===== src/rtl/mips_defs_pkg.sv =====
// ============================================================================
// Module      : mips_defs
// Description : Shared MIPS core definitions: reset PC, fetch-state encodings,
//               SYSCALL instruction word.
// Revision    : 1.0 - initial release
// ============================================================================
`default_nettype none

package mips_defs;

    localparam logic [31:0] RESET_PC_DEFAULT = 32'h0000_0000;
    localparam logic [31:0] SYSCALL          = 32'h0000_000c;

    typedef enum logic [1:0] {
        ST_RUN   = 2'd0,
        ST_HALT  = 2'd1,
        ST_FAULT = 2'd2
    } fetch_state_t;

endpackage : mips_defs

`default_nettype wire


===== src/rtl/ifetch.sv =====
// ============================================================================
// Module      : ifetch
// Description : Instruction-fetch stage: owns the PC, addresses the ROM and
//               registers the fetched word into IF/ID.
// Revision    : 1.0 - initial release
// ============================================================================
`default_nettype none

module ifetch
    import mips_defs::*;
#(
    parameter int          ADRS_W   = 9,
    parameter logic [31:0] RESET_PC = RESET_PC_DEFAULT
) (
    input  logic              clk,
    input  logic              rst,
    output logic [ADRS_W-1:0] rom_adrs,
    input  logic [31:0]       rom_dout,
    input  logic              stall,
    input  logic              redirect,
    input  logic [31:0]       redirect_pc,
    input  logic              halt,
    output logic              if_valid,
    output logic [31:0]       if_inst,
    output logic [31:0]       if_pc,
    output logic [31:0]       if_pc4,
    output logic              halted,
    output logic              fault
);

    fetch_state_t r_state;
    logic [31:0]  r_pc;
    logic         w_misaligned;
    logic         w_out_of_range;
    logic         w_bad_pc;

    assign rom_adrs = r_pc[ADRS_W+1:2];

    // Any address bit above the ROM window is a fault; the PC never wraps back in.
    assign w_misaligned   = (r_pc[1:0] != 2'b00);
    assign w_out_of_range = ((r_pc >> (ADRS_W + 2)) != 32'd0);
    assign w_bad_pc       = w_misaligned | w_out_of_range;

    always_ff @(posedge clk) begin
        if (rst) begin
            r_state  <= ST_RUN;
            r_pc     <= RESET_PC;
            if_valid <= 1'b0;
            if_inst  <= 32'd0;
            if_pc    <= 32'd0;
            if_pc4   <= 32'd0;
            halted   <= 1'b0;
            fault    <= 1'b0;
        end else begin
            case (r_state)
                ST_RUN: begin
                    if (halt) begin
                        r_state  <= ST_HALT;
                        halted   <= 1'b1;
                        if_valid <= 1'b0;
                    end else if (redirect) begin
                        r_pc     <= redirect_pc;
                        if_valid <= 1'b0;
                    end else if (w_bad_pc) begin
                        r_state  <= ST_FAULT;
                        fault    <= 1'b1;
                        if_valid <= 1'b0;
                    end else if (!stall) begin
                        if_inst  <= rom_dout;
                        if_pc    <= r_pc;
                        if_pc4   <= r_pc + 32'd4;
                        if_valid <= 1'b1;
                        r_pc     <= r_pc + 32'd4;
                    end
                end
                default: begin
                    if_valid <= 1'b0;
                end
            endcase
        end
    end

endmodule : ifetch

`default_nettype wire


===== config.mk =====
export PLATFORM = sky130hd
export DESIGN_NAME = ifetch
export DESIGN_NICKNAME = d
export VERILOG_FILES = /design/src/rtl/mips_defs_pkg.sv /design/src/rtl/ifetch.sv
export SDC_FILE = /design/constraint.sdc
export NUM_CORES = 1
export LEC_CHECK = 0
export ABC_AREA = 1
export CAP_MARGIN = 30
export CORE_ASPECT_RATIO = 2
export CORE_MARGIN = 1.5
export CORE_UTILIZATION = 46
export DETAILED_ROUTE_END_ITERATION = 8
export PLACE_DENSITY = 0.8
export SLEW_MARGIN = 20
export SYNTH_ARGS = -nofsm -noshare
export SYNTH_HDL_FRONTEND = slang
export SYNTH_SLANG_ARGS = --single-unit

===== constraint.sdc =====
create_clock -name clk -period 1.8 [get_ports clk]
set_input_delay 0.18 -clock clk [delete_from_list [all_inputs] [get_ports clk]]
set_output_delay 0.18 -clock clk [all_outputs]
set_load 0.005 [all_outputs]

**After elaboration in Yosys (flattened, before gate mapping)**

Cells that the tools add are included.

- Add/subtract/negate cells: 1
- Eq/ne operators: 3
- Multiplexer cells: 6
- Bitwise gates (word level): 6
- Reductions and logical operators: 10

Operator list:

| operator | number |
|---|---|
| $mux 32 | 3 |
| $add 32x3->32 const B | 1 |
| $reduce_bool 32->1 | 1 |
| $reduce_and 4->1 | 2 |
| $mux 2 | 3 |
| $not 1->1 | 5 |
| $reduce_and 5->1 | 1 |
| $reduce_or 5->1 | 1 |
| $ne 2x1->1 const B | 2 |
| $reduce_bool 2->1 | 2 |
| $reduce_and 3->1 | 1 |
| $logic_not 2->1 | 1 |
| $ne 2x2->1 const B | 1 |
| $reduce_and 2->1 | 1 |
| $or 1x1->1 | 1 |

- Register bits: 133
- Bits of input ports: 69
- Output and inout port bits: 108
- Word-level logic and storage cells: 34

**Depth between registers and ports, before layout**

- Depth after elaboration: 5
- Gate-level depth with buffers: 10
- Mapped depth without buffers: 10

**Least setup slack after synthesis**

OpenSTA, ideal clock, no wires.

- Path kind: register -> register
- From: reg r_pc[12]
- To: reg r_pc[10]
- Library setup time: 0.113 ns
- Data arrival time: 1.273 ns
- Data required time: 1.687 ns
- Setup slack: 0.414 ns
- Cell stages (with the launch flop): 11
- Path buffers: 2
- Period minus slack after synthesis: 1.386 ns
- Path through: dfxtp_1 nor2_1 nand2_1 nor2_1 nand3_1 nand2_2 nand3_2 buf_6 buf_6 nor2_1 nor2_1

- Cells in the longest elaborated chain, start to end: 4

RTL lines:

| what | RTL line | source |
|---|---|---|
| start, declared | ifetch.sv:32 | `logic [31:0] r_pc;` |
| start signal, assigned | ifetch.sv:62 | `r_pc <= redirect_pc;` |
| start signal, assigned | ifetch.sv:73 | `r_pc <= r_pc + 32'd4;` |
| $reduce_bool 32->1 | ifetch.sv:41 | `assign w_out_of_range = ((r_pc >> (ADRS_W + 2)) != 32'd0);` |
| $or 1x1->1 | ifetch.sv:42 | `assign w_bad_pc = w_misaligned \| w_out_of_range;` |
| $ne 2x2->1 (no source line) | -- |  |
| $reduce_and 4->1 (no source line) | -- |  |

Every way passes these cells.
A chain may end at the register's enable or synchronous reset.

**Worst setup path in the final report**

- From: reg r_pc[17]
- To: reg if_inst[7]

- Cells in the longest elaborated chain, start to end: 4

RTL lines:

| what | RTL line | source |
|---|---|---|
| $reduce_bool 32->1 | ifetch.sv:41 |  |
| $or 1x1->1 | ifetch.sv:42 |  |
| $not 1->1 (no source line) | -- |  |
| $reduce_and 5->1 (no source line) | -- |  |
| end signal, assigned | ifetch.sv:69 | `if_inst <= rom_dout;` |
| end, declared | ifetch.sv:24 | `output logic [31:0] if_inst,` |

Every way passes these cells.

==> results.md <==
* Synth area leader: dfxtp_1
* Commonest non-fill, non-tap cell in the layout: nor2_1
* Flops & latches, synth at 131
* DP Cell Count at 1059
* Synthesized instance count at 772
* Synth cell types at 24
* Post-DP HPWL at 9.32 mm
* Final setup fails at 0
* Fillers at 936
* Setup bufs post-CTS at 0
* Final period utilization at 0.909
* IO Port Bufs at 176
* Clk root buf: clkbuf_16
* Total gr overflow at 0
* Core box area at 11400 µm²
* Latest clock arrival within the worst-skew pair at 0.41 ns
* Global-route track usage on met3 at 0.0491
* Die ar. at 12300 µm²
* Slew @ Worst Pin at 0.343 ns
* Slew HR at 0.772
* Syn Area/Cell at 6.93 µm²
* Most frequent cells in the layout: nor2_1, nand2_1, clkdlybuf4s50_1
* Sequential area share after synthesis at 0.490
* Synth Warn # at 0
* Chip width at 79.3 µm
* Hold_sp: redirect_pc[1]
* Mapped cell area at 5350 µm²
* DRC at 0
* Final #Nets at 1006
* Multi-input logic area at 2180 µm²
* CP Launch Point: r_pc[17]$_SDFFE_PP0P_
* Final wirelength at 13.4 mm
* Ranking of synthesized cells by area: dfxtp_1, nor2_1, nand2_1, inv_1, o21ai_1
* H-tree Lvls at 4
* Largest net degree at the start of global routing at 62
* Initial Utilization at 0.471
* Iteration-0 DRC Markers at 153
* 1st-pass router iterations at 4
* M2 GR Usage at 0.399
* Non-Filler Instances at 1090
* CTS tree: built
* Gr usage total at 0.224
* Reg clk slew, reported paths at 0.06 ns
* Antenna cell count at 0
* Post-synth top area share at 0.490
* First-pass GRT wire length at 21.8 mm
* CP Data Required Time at 2.09 ns
* Reg2reg start: r_pc[17]$_SDFFE_PP0P_
* Grt peak-use layer: met2
* VDD IR max at 777 µV
* Crit path max fanout at 61
* Antenna Violating Nets Remaining at 0
* Crit path time final at 1.64 ns
* Layout cells sized above 1 at 0.0675
* Worst setup SP type: register
* Number of max-cap violations at 0
* Met1 Use GR at 0.235
* Critical path endpoint category: register
* Hold Crit Class: primary input to register
* Hold slack at 0.363 ns
* Kind of critical path: register to register
* Via count at 5012
* Power Density at 949 nW/µm²
* Routability cong. at 0.857
* Final-report max-slew violation count at 0
* Syn_nets at 842
* Drt via density at 4.60
* Worst Skew at 0.0117 ns
* RSZ-0062 raised after global routing: false
* Vias in the first global route at 4815
* Avg WL per Cell at 12.3 µm
* Status: completed
* Final TNS setup at 0 ns
* Post-CTS Hold Buffers at 0
* Row cnt at 55
* Leakage at 3.38 nW
* Seq. cell area at 2620 µm²
* P&R area growth vs syn at 45.9%
* Initial antenna violation count at 0
* Clock buffer depth at 2
* Final count of hold timing violations at 0
* Die Y at 156 µm
* I/O Pins at 177
* Max Fclk at 0.611 GHz
* Cts bufs inserted at 17
* Clock sink count at 131
* CTS-repair resized insts at 0
* Critical Path AT at 1.93 ns
==> critical path, stage by stage (launching register included) <==
cell and delay [ns]:
dfxtp_1 0.34, nor2_1 0.11, nand2_1 0.08, nor2_2 0.14, inv_1 0.07, nor2_2 0.18
nand3_4 0.12, buf_12 0.21, o21ai_0 0.18, nor2_1 0.06
==> synthesized netlist by cell type <==
cell type,instances
a21oi_1,7
and2_1,1
buf_1,2
buf_2,8
buf_4,16
buf_6,8
clkbuf_1,17
dfxtp_1,131
ha_1,1
inv_1,59
inv_2,3
mux2i_1,1
nand2_1,193
nand2_2,1
nand3_1,13
nand3_2,2
nand4_1,5
nor2_1,238
nor2_2,2
nor2_4,2
o211ai_1,1
o21ai_0,19
o21ai_1,36
xor2_1,6
==> area by class of cell <==
class / instances / share of cell area
Multi-Input combinational cell: 528 / 0.280
Clock inverter: 13 / 0.0226
Timing Repair Buffer: 196 / 0.253
Clock buffer: 18 / 0.0562
Sequential cell: 131 / 0.336
Tap cell: 142 / 0.0228
Inverter: 62 / 0.0298
==> path summary, 6_finish.rpt <==
| path | cells after the start | to | slack [ns] |
|---|---|---|---|
| max | 9 | if_inst[7]$_SDFFE_PP0P_ | 0.16 |
| min | 3 | r_pc[1]$_SDFFE_PP0P_ | 0.36 |
| max reg2reg | 9 | if_inst[7]$_SDFFE_PP0P_ | 0.16 |
| min reg2reg | 2 | if_pc[26]$_SDFFE_PP0P_ | 0.44 |
==> layer usage <==
metal / part of all wire / wire length, µm
met1: 0.38 / 5040
met2: 0.54 / 7250
met3: 0.044 / 584
met4: 0.036 / 478
met5: 0 / 0
==> sequential cells by signal, summed over array words and instances (netlist names) <==
signal and cells:
r_state 2, if_inst 32, halted 1, fault 1, if_pc4 30, if_valid 1
if_pc 32, r_pc 32
==> per-stage QoR <==
stage                     setup WS [ns]  total power [mW]  utilization  area (µm²)
after floorplan                   0.414              3.58            -        5350
after global routing             0.0209              7.73        0.688        7810
after global placement            0.115              3.91        0.633        7190
final                             0.163              7.41        0.688        7810
after detailed placement         0.0886              3.93        0.633        7190
after CTS                         0.119              7.49        0.687        7800
==> cell families (layout without fill, tap and decap cells) <==
kind of cell               after synthesis  in the layout  synth area share
xor gates and xnor gates                 6              6           0.00982
muxes                                    1              1           0.00187
DFF                                    131            131             0.490
adders and majority gates                1              1           0.00234
AOI/OAI and AO/OA                       63             63            0.0594
and+or+nand+nor                        457            457             0.333
buffers and inverters                  113            289             0.104
==> report_power, final <==
part | total [mW] | switching [mW] | internal (mW) | leakage (nW)
logic | 0.807 | 0.403 | 0.403 | 2.03
clock network | 3.54 | 1.31 | 2.23 | 0.291
registers | 3.06 | 0.0679 | 3.00 | 1.06
total | 7.41 | 1.78 | 5.63 | 3.38
Power figures use the tool's default switching activity.
